[config.mk]
export PLATFORM = sky130hd
export DESIGN_NAME = mem_port_arbiter
export DESIGN_NICKNAME = d
export VERILOG_FILES = /design/src/rtl/mem_arb_pkg.sv /design/src/rtl/mem_arb_rr.sv /design/src/rtl/mem_port_arbiter.sv
export SDC_FILE = /design/constraint.sdc
export NUM_CORES = 1
export LEC_CHECK = 0
export ABC_CLOCK_PERIOD_IN_PS = 2660
export CORE_AREA = 2 2 118 120
export DETAILED_ROUTE_END_ITERATION = 12
export DIE_AREA = 0 0 120 122
export PLACE_DENSITY_LB_ADDON = 0.1
export RECOVER_POWER = 25
export REMOVE_ABC_BUFFERS = 1
export SETUP_SLACK_MARGIN = 0.3
export SKIP_LAST_GASP = 1
export SLEW_MARGIN = 20
export SYNTH_ARGS = -nofsm -noshare
export SYNTH_HDL_FRONTEND = slang
export SYNTH_SLANG_ARGS = --single-unit
[constraint.sdc]
create_clock -name clock -period 2.66 [get_ports clock]
set_input_delay 0.399 -clock clock [delete_from_list [all_inputs] [get_ports clock]]
set_output_delay 0.399 -clock clock [all_outputs]
set_load 0.1 [all_outputs]
[src/rtl/mem_arb_pkg.sv]
// Shared constants and pipeline record for the two-port memory data-port arbiter.
package mem_arb_pkg;

  localparam int unsigned DEFAULT_MEM_WORDS = 1024;
  localparam int unsigned DEFAULT_DATA_W    = 32;

  localparam logic PORT_CPU = 1'b0;
  localparam logic PORT_DMA = 1'b1;

  typedef struct packed {
    logic valid;
    logic port;
    logic we;
    logic err;
  } stage_t;

endpackage

[src/rtl/mem_arb_rr.sv]
// Two-way round-robin grant; the most recently granted port loses a tie.
module mem_arb_rr
  import mem_arb_pkg::*;
(
  input  logic       clock,
  input  logic       reset,
  input  logic [1:0] valid,
  input  logic       accept,
  output logic [1:0] grant
);

  logic last_q, last_d;

  always_comb begin
    grant = 2'b00;
    if (!reset) begin
      case (valid)
        2'b01:   grant = 2'b01;
        2'b10:   grant = 2'b10;
        2'b11:   grant = (last_q == PORT_CPU) ? 2'b10 : 2'b01;
        default: grant = 2'b00;
      endcase
    end
  end

  assign last_d = accept ? grant[1] : last_q;

  always_ff @(posedge clock) begin
    if (reset) begin
      last_q <= PORT_DMA;
    end else begin
      last_q <= last_d;
    end
  end

endmodule

[src/rtl/mem_port_arbiter.sv]
// Round-robin sharing of the memory data port between CPU and DMA; responses two cycles after accept.
module mem_port_arbiter
  import mem_arb_pkg::*;
#(
  parameter int unsigned MEM_WORDS = DEFAULT_MEM_WORDS,
  parameter int unsigned DATA_W    = DEFAULT_DATA_W
) (
  input  logic              clock,
  input  logic              reset,
  input  logic              req0_valid,
  output logic              req0_ready,
  input  logic              req0_we,
  input  logic [31:0]       req0_addr,
  input  logic [DATA_W-1:0] req0_wdata,
  input  logic              req1_valid,
  output logic              req1_ready,
  input  logic              req1_we,
  input  logic [31:0]       req1_addr,
  input  logic [DATA_W-1:0] req1_wdata,
  output logic              rsp0_valid,
  output logic [DATA_W-1:0] rsp0_rdata,
  output logic              rsp0_err,
  output logic              rsp1_valid,
  output logic [DATA_W-1:0] rsp1_rdata,
  output logic              rsp1_err,
  output logic              mem_rw,
  output logic [31:0]       mem_ain,
  output logic [DATA_W-1:0] mem_din,
  input  logic [DATA_W-1:0] mem_dout
);

  logic [1:0]        valid, grant;
  logic              accept, sel_we, in_range;
  logic [31:0]       sel_addr;
  logic [DATA_W-1:0] sel_wdata;

  stage_t            s1_d, s1_q;
  logic [1:0]        rsp_valid_d, rsp_valid_q;
  logic [DATA_W-1:0] rsp_rdata_d, rsp_rdata_q;
  logic              rsp_err_d, rsp_err_q;

  assign valid  = {req1_valid, req0_valid};
  assign accept = |(valid & grant);

  mem_arb_rr u_rr (
    .clock  (clock),
    .reset  (reset),
    .valid  (valid),
    .accept (accept),
    .grant  (grant)
  );

  assign req0_ready = grant[0];
  assign req1_ready = grant[1];

  always_comb begin
    sel_we    = 1'b0;
    sel_addr  = '0;
    sel_wdata = '0;
    if (grant[0]) begin
      sel_we    = req0_we;
      sel_addr  = req0_addr;
      sel_wdata = req0_wdata;
    end else if (grant[1]) begin
      sel_we    = req1_we;
      sel_addr  = req1_addr;
      sel_wdata = req1_wdata;
    end
  end

  // Full-width compare so addresses above the array never alias onto it.
  assign in_range = (sel_addr < MEM_WORDS);

  assign mem_ain = sel_addr;
  assign mem_din = sel_wdata;
  assign mem_rw  = accept && sel_we && in_range;

  always_comb begin
    s1_d = '0;
    if (accept) begin
      s1_d.valid = 1'b1;
      s1_d.port  = grant[1];
      s1_d.we    = sel_we;
      s1_d.err   = !in_range;
    end
  end

  always_comb begin
    rsp_valid_d = 2'b00;
    if (s1_q.valid) begin
      rsp_valid_d[s1_q.port] = 1'b1;
    end
    rsp_rdata_d = (s1_q.valid && !s1_q.we && !s1_q.err) ? mem_dout : '0;
    rsp_err_d   = s1_q.valid && s1_q.err;
  end

  always_ff @(posedge clock) begin
    if (reset) begin
      s1_q        <= '0;
      rsp_valid_q <= 2'b00;
      rsp_rdata_q <= '0;
      rsp_err_q   <= 1'b0;
    end else begin
      s1_q        <= s1_d;
      rsp_valid_q <= rsp_valid_d;
      rsp_rdata_q <= rsp_rdata_d;
      rsp_err_q   <= rsp_err_d;
    end
  end

  assign rsp0_valid = rsp_valid_q[0];
  assign rsp1_valid = rsp_valid_q[1];
  assign rsp0_rdata = rsp_valid_q[0] ? rsp_rdata_q : '0;
  assign rsp1_rdata = rsp_valid_q[1] ? rsp_rdata_q : '0;
  assign rsp0_err   = rsp_valid_q[0] && rsp_err_q;
  assign rsp1_err   = rsp_valid_q[1] && rsp_err_q;

endmodule

==> impl_summary.md <==
Run status
The checks that failed: negative setup slack. The flow ran to the end, but the final reports show violations.

Die
The floorplan step set the die height to 122 um. The initial utilization of the core area, before any placement, comes to 0.176. The I/O pin count is 301. The core region is 13500 um2. The overall die area is 14600 um2.

The floorplan has 43 rows. Measured along the x axis, the die boundary spans 120 um.

Routing
The uppermost signal routing layer after detailed routing is met4. The routed via count is 3535. The mean number of vias per cell is 4.44.

The first-pass iteration count of the detailed router is 4. Summed over all layers, the routed wires come to 15.1 mm. In the routed design, unresolved DRC markers number 0. The post-route met1 wirelength is 4.94 mm.

For this block, the initial DRC count from the detailed router was 88. Detailed routing placed a total of 1.93 mm of wire on met3. The number of routed nets with antenna violations is 0. The total met2 wirelength after detailed routing is 7.85 mm. In the final routed layout, each cell accounts on average for 19.0 um.

Cells and area
The area used by multi-input combinational logic is 2010 um2. Compared with the post-synthesis result, the final layout area differs by 212%. The share of post-route cells with drive strength above 1 is 0.421. The number of fill cells in the layout is 1200. The number of diodes added for antenna fixing is 0. Registers take 805 um2. In the final design database the tool counted 782 nets.

Critical path
The critical path depth is 7. The critical path is of the flop to output pin type. Of all nets on the critical path, the largest fanout is 12. The worst path buffer plus inverter count is 2. The most critical setup path has its startpoint at u_rr.last_q. The critical path ends at mem_rw. Traced cell by cell, the critical path runs through nand2b_4 -> a32oi_2 -> a21oi_1 -> or4_4 -> nor4b_4 -> buf_4 -> buf_12. The cell family contributing the most delay on the critical path is simple AND/OR/NAND/NOR gates. The startpoint of the worst register-to-register path is u_rr.last_q.

The number of cells traversed by the worst register-to-register path is 5. The worst setup path is captured at an output pin. The reg-to-reg setup timing slack is 0.64 ns. STA puts the critical path data arrival time at 2.39 ns. The delay of the slowest cell on the worst path is 0.51 ns. On the critical path, the stage with the largest delay is an instance of sky130_fd_sc_hd__or4_4. The kind of launch point of the worst setup path is a flop. The endpoint of the worst register-to-register path is s1_q[0].

The critical path data required time is 2.26 ns.

Synth
After synthesis, the netlist uses 21 different library cells. The simple-gate share of the synthesized area is 0.336. The compound-gate portion of the synthesized area is 0.267.

By area, the combinational part of the netlist is dominated by simple AND/OR/NAND/NOR gates. The number of warnings issued by yosys is 0. The share of the synthesized netlist area taken by xor and xnor gates is 0.

The average cell area after synthesis is 8.29 um2. The number of enable flip-flop cells after synthesis is 0. The number of synthesized register bits is 40. Measured against the total synthesized area, the mux share comes to 0. Synthesis handed over a netlist of 287 instances. For this run, the leading register cell type out of synthesis is sky130_fd_sc_hd__dfxtp_1. The area share of the largest cell type after synthesis is 0.336. The sequential area share after synthesis is 0.336. The leading cell type by number of instances after synthesis is sky130_fd_sc_hd__and2_1. After synthesis, the share of flip-flops with an asynchronous set or reset is 0. The post-synth design cell area is 2380 um2. Ranked by total cell area, the synthesized netlist is headed by sky130_fd_sc_hd__dfxtp_1 34%, sky130_fd_sc_hd__and2_1 26%, sky130_fd_sc_hd__a22o_1 16%. By count the netlist is led by 98 x sky130_fd_sc_hd__and2_1, 43 x sky130_fd_sc_hd__a22o_1, 40 x sky130_fd_sc_hd__dfxtp_1. The fraction of the mapped netlist area in adder cells is 0.

Summed over all instances, the cell type with the most area after synthesis is sky130_fd_sc_hd__dfxtp_1.

Worst hold path
The worst hold path belongs to the class flop to flop. The start point of the worst min-delay path is s1_q[2].

Global route
The initial antenna violation count is 1. The number of global-route vias before repair is 3666. Entering global routing, the biggest net connects 45 pins. The overall fraction of global-route tracks in use is 0.192.

The global-route wire length before repair is 21.1 mm. The global-route congestion overflow total is 0.

CTS
The clock reaches the later pin of the worst-skew pair after 0.28 ns. Clock-pin slew was measured on the worst setup and hold paths at 0.05 ns. In this run, post-CTS hold repair placed 0 buffers. Clock tree synthesis found a total of 40 sinks.

The maximum number of buffers from clock root to sink is 2. The TritonCTS buffer count is 5. TritonCTS built the clock tree. The H-tree level count is 2.

The tree is rooted in a sky130_fd_sc_hd__clkbuf_16.

STA
The final-report max-slew violation count is 0. Adding up every negative setup slack in the final design gives -0.150 ns. Once routing completed, OpenROAD measured the worst setup slack at -0.126 ns.

The post-route fraction of the period consumed by the critical path is 1.05. The final clock skew is 0.00291 ns. The number of hold violations in the final report came to 0. The setup-violating endpoint count in the final report is 4. Counting I/O delays and the setup requirement, the final critical path takes 2.79 ns.

The worst pin sits at a relative slew slack of 0.233. Setup repair after global routing could not meet its margin everywhere. At the pin with the least slew margin, the transition time is 1.16 ns.

Based on the critical path, the design can be clocked at up to 359 MHz.

Pwr
The total power divided by cell area is 374 nW/um2. IR analysis of the VDD net gives a maximum drop of 0.212 mV. For this design the static power due to leakage is 3.18 nW.

Placement
The routability congestion estimate from global placement is 0.818. The HPWL reported at the end of detailed placement is 11.2 mm. OpenSTA, run right after detailed placement, puts the worst setup slack at -0.506 ns. Input and output buffers added on the ports amount to 300.

Flow run
The count of max-cap constraint violations is 0.
==> report_power, final <==
part           internal, W  switching [W]  leakage (nW)
registers         0.000608     0.00000715         0.324
clock network     0.000440       0.000219        0.0808
logic             0.000695       0.000808          2.78
==> cell usage in the layout, fill, tap and decap left out, types with 4 or more instances in the layout <==
| cell type | instances |
|---|---|
| sky130_fd_sc_hd__buf_4 | 87 |
| sky130_fd_sc_hd__buf_6 | 8 |
| sky130_fd_sc_hd__a22o_4 | 33 |
| sky130_fd_sc_hd__a21oi_1 | 9 |
| sky130_fd_sc_hd__clkdlybuf4s50_1 | 162 |
| sky130_fd_sc_hd__a22o_1 | 10 |
| sky130_fd_sc_hd__and2_0 | 10 |
| sky130_fd_sc_hd__buf_16 | 7 |
| sky130_fd_sc_hd__clkbuf_16 | 6 |
| sky130_fd_sc_hd__dfxtp_1 | 39 |
| sky130_fd_sc_hd__a32oi_2 | 16 |
| sky130_fd_sc_hd__and2_1 | 88 |
| sky130_fd_sc_hd__a32oi_4 | 4 |
| sky130_fd_sc_hd__nor2_1 | 24 |
| sky130_fd_sc_hd__buf_12 | 78 |
==> worst register-to-register path: stages, from the launching register on <==
cell and delay, ns:
sky130_fd_sc_hd__dfxtp_4 0.37, sky130_fd_sc_hd__nand2b_4 0.24, sky130_fd_sc_hd__a32oi_2 0.29, sky130_fd_sc_hd__a21oi_1 0.09
sky130_fd_sc_hd__or4_4 0.51, sky130_fd_sc_hd__or3_1 0.40
==> per-layer routing <==
layer,track usage,vias up
met5,0,-
met4,0.0699,0
met3,0.0997,25
met2,0.348,196
met1,0.186,1638
li1,-,1676
==> flip-flops by register name, indices dropped and copies added, names as in the netlist <==
register,cells
rsp_rdata_q,32
s1_q,4
rsp_valid_q,2
rsp_err_q,1
u_rr.last_q,1
==> through the flow <==
stage	instances	hold WS, ns	power [W]	util	instance area (um2)
2_1_floorplan	257	0.393	0.00126	-	2250
3_3_place_gp	761	0.398	0.00192	0.464	6260
3_5_place_dp	761	0.401	0.00193	0.464	6260
4_1_cts	792	0.411	0.00275	0.529	7140
5_1_grt	797	0.435	0.00287	0.550	7420
6_report	797	0.410	0.00278	0.550	7420
==> layout make-up <==
type / count / area share
clock buffers: 6 / 0.0174
clock inverters: 2 / 0.00472
inverters: 3 / 0.00152
multi-input cells: 216 / 0.270
flip-flops and latches: 40 / 0.108
well taps: 180 / 0.0303
repair buffers: 350 / 0.567
==> logic make-up after synthesis <==
family,count (synthesis)
AO/OA/AOI/OAI,77
flip-flops,40
buffers and inverters,33
AND/OR/NAND/NOR,137
==> what timing repair did <==
item / 4_1_cts / 5_1_grt
pin swaps: 27 / 32
endpoints found under the setup margin: 51 / 45
gates resized for setup: 63 / 32
buffers inserted: 12 / 4
cloned: 11 / 1
==> how the worst min path moves through the flow <==
stage	depth (start not counted)	to	slack [ns]
5_1_grt	1	rsp_valid_q[0]	0.44
2_1_floorplan	1	rsp_valid_q[0]	0.39
6_report	1	rsp_valid_q[0]	0.41
3_3_place_gp	1	rsp_valid_q[0]	0.40
4_1_cts	1	rsp_valid_q[0]	0.41
3_5_place_dp	1	rsp_valid_q[0]	0.40
(Power assumes the default switching activity.)
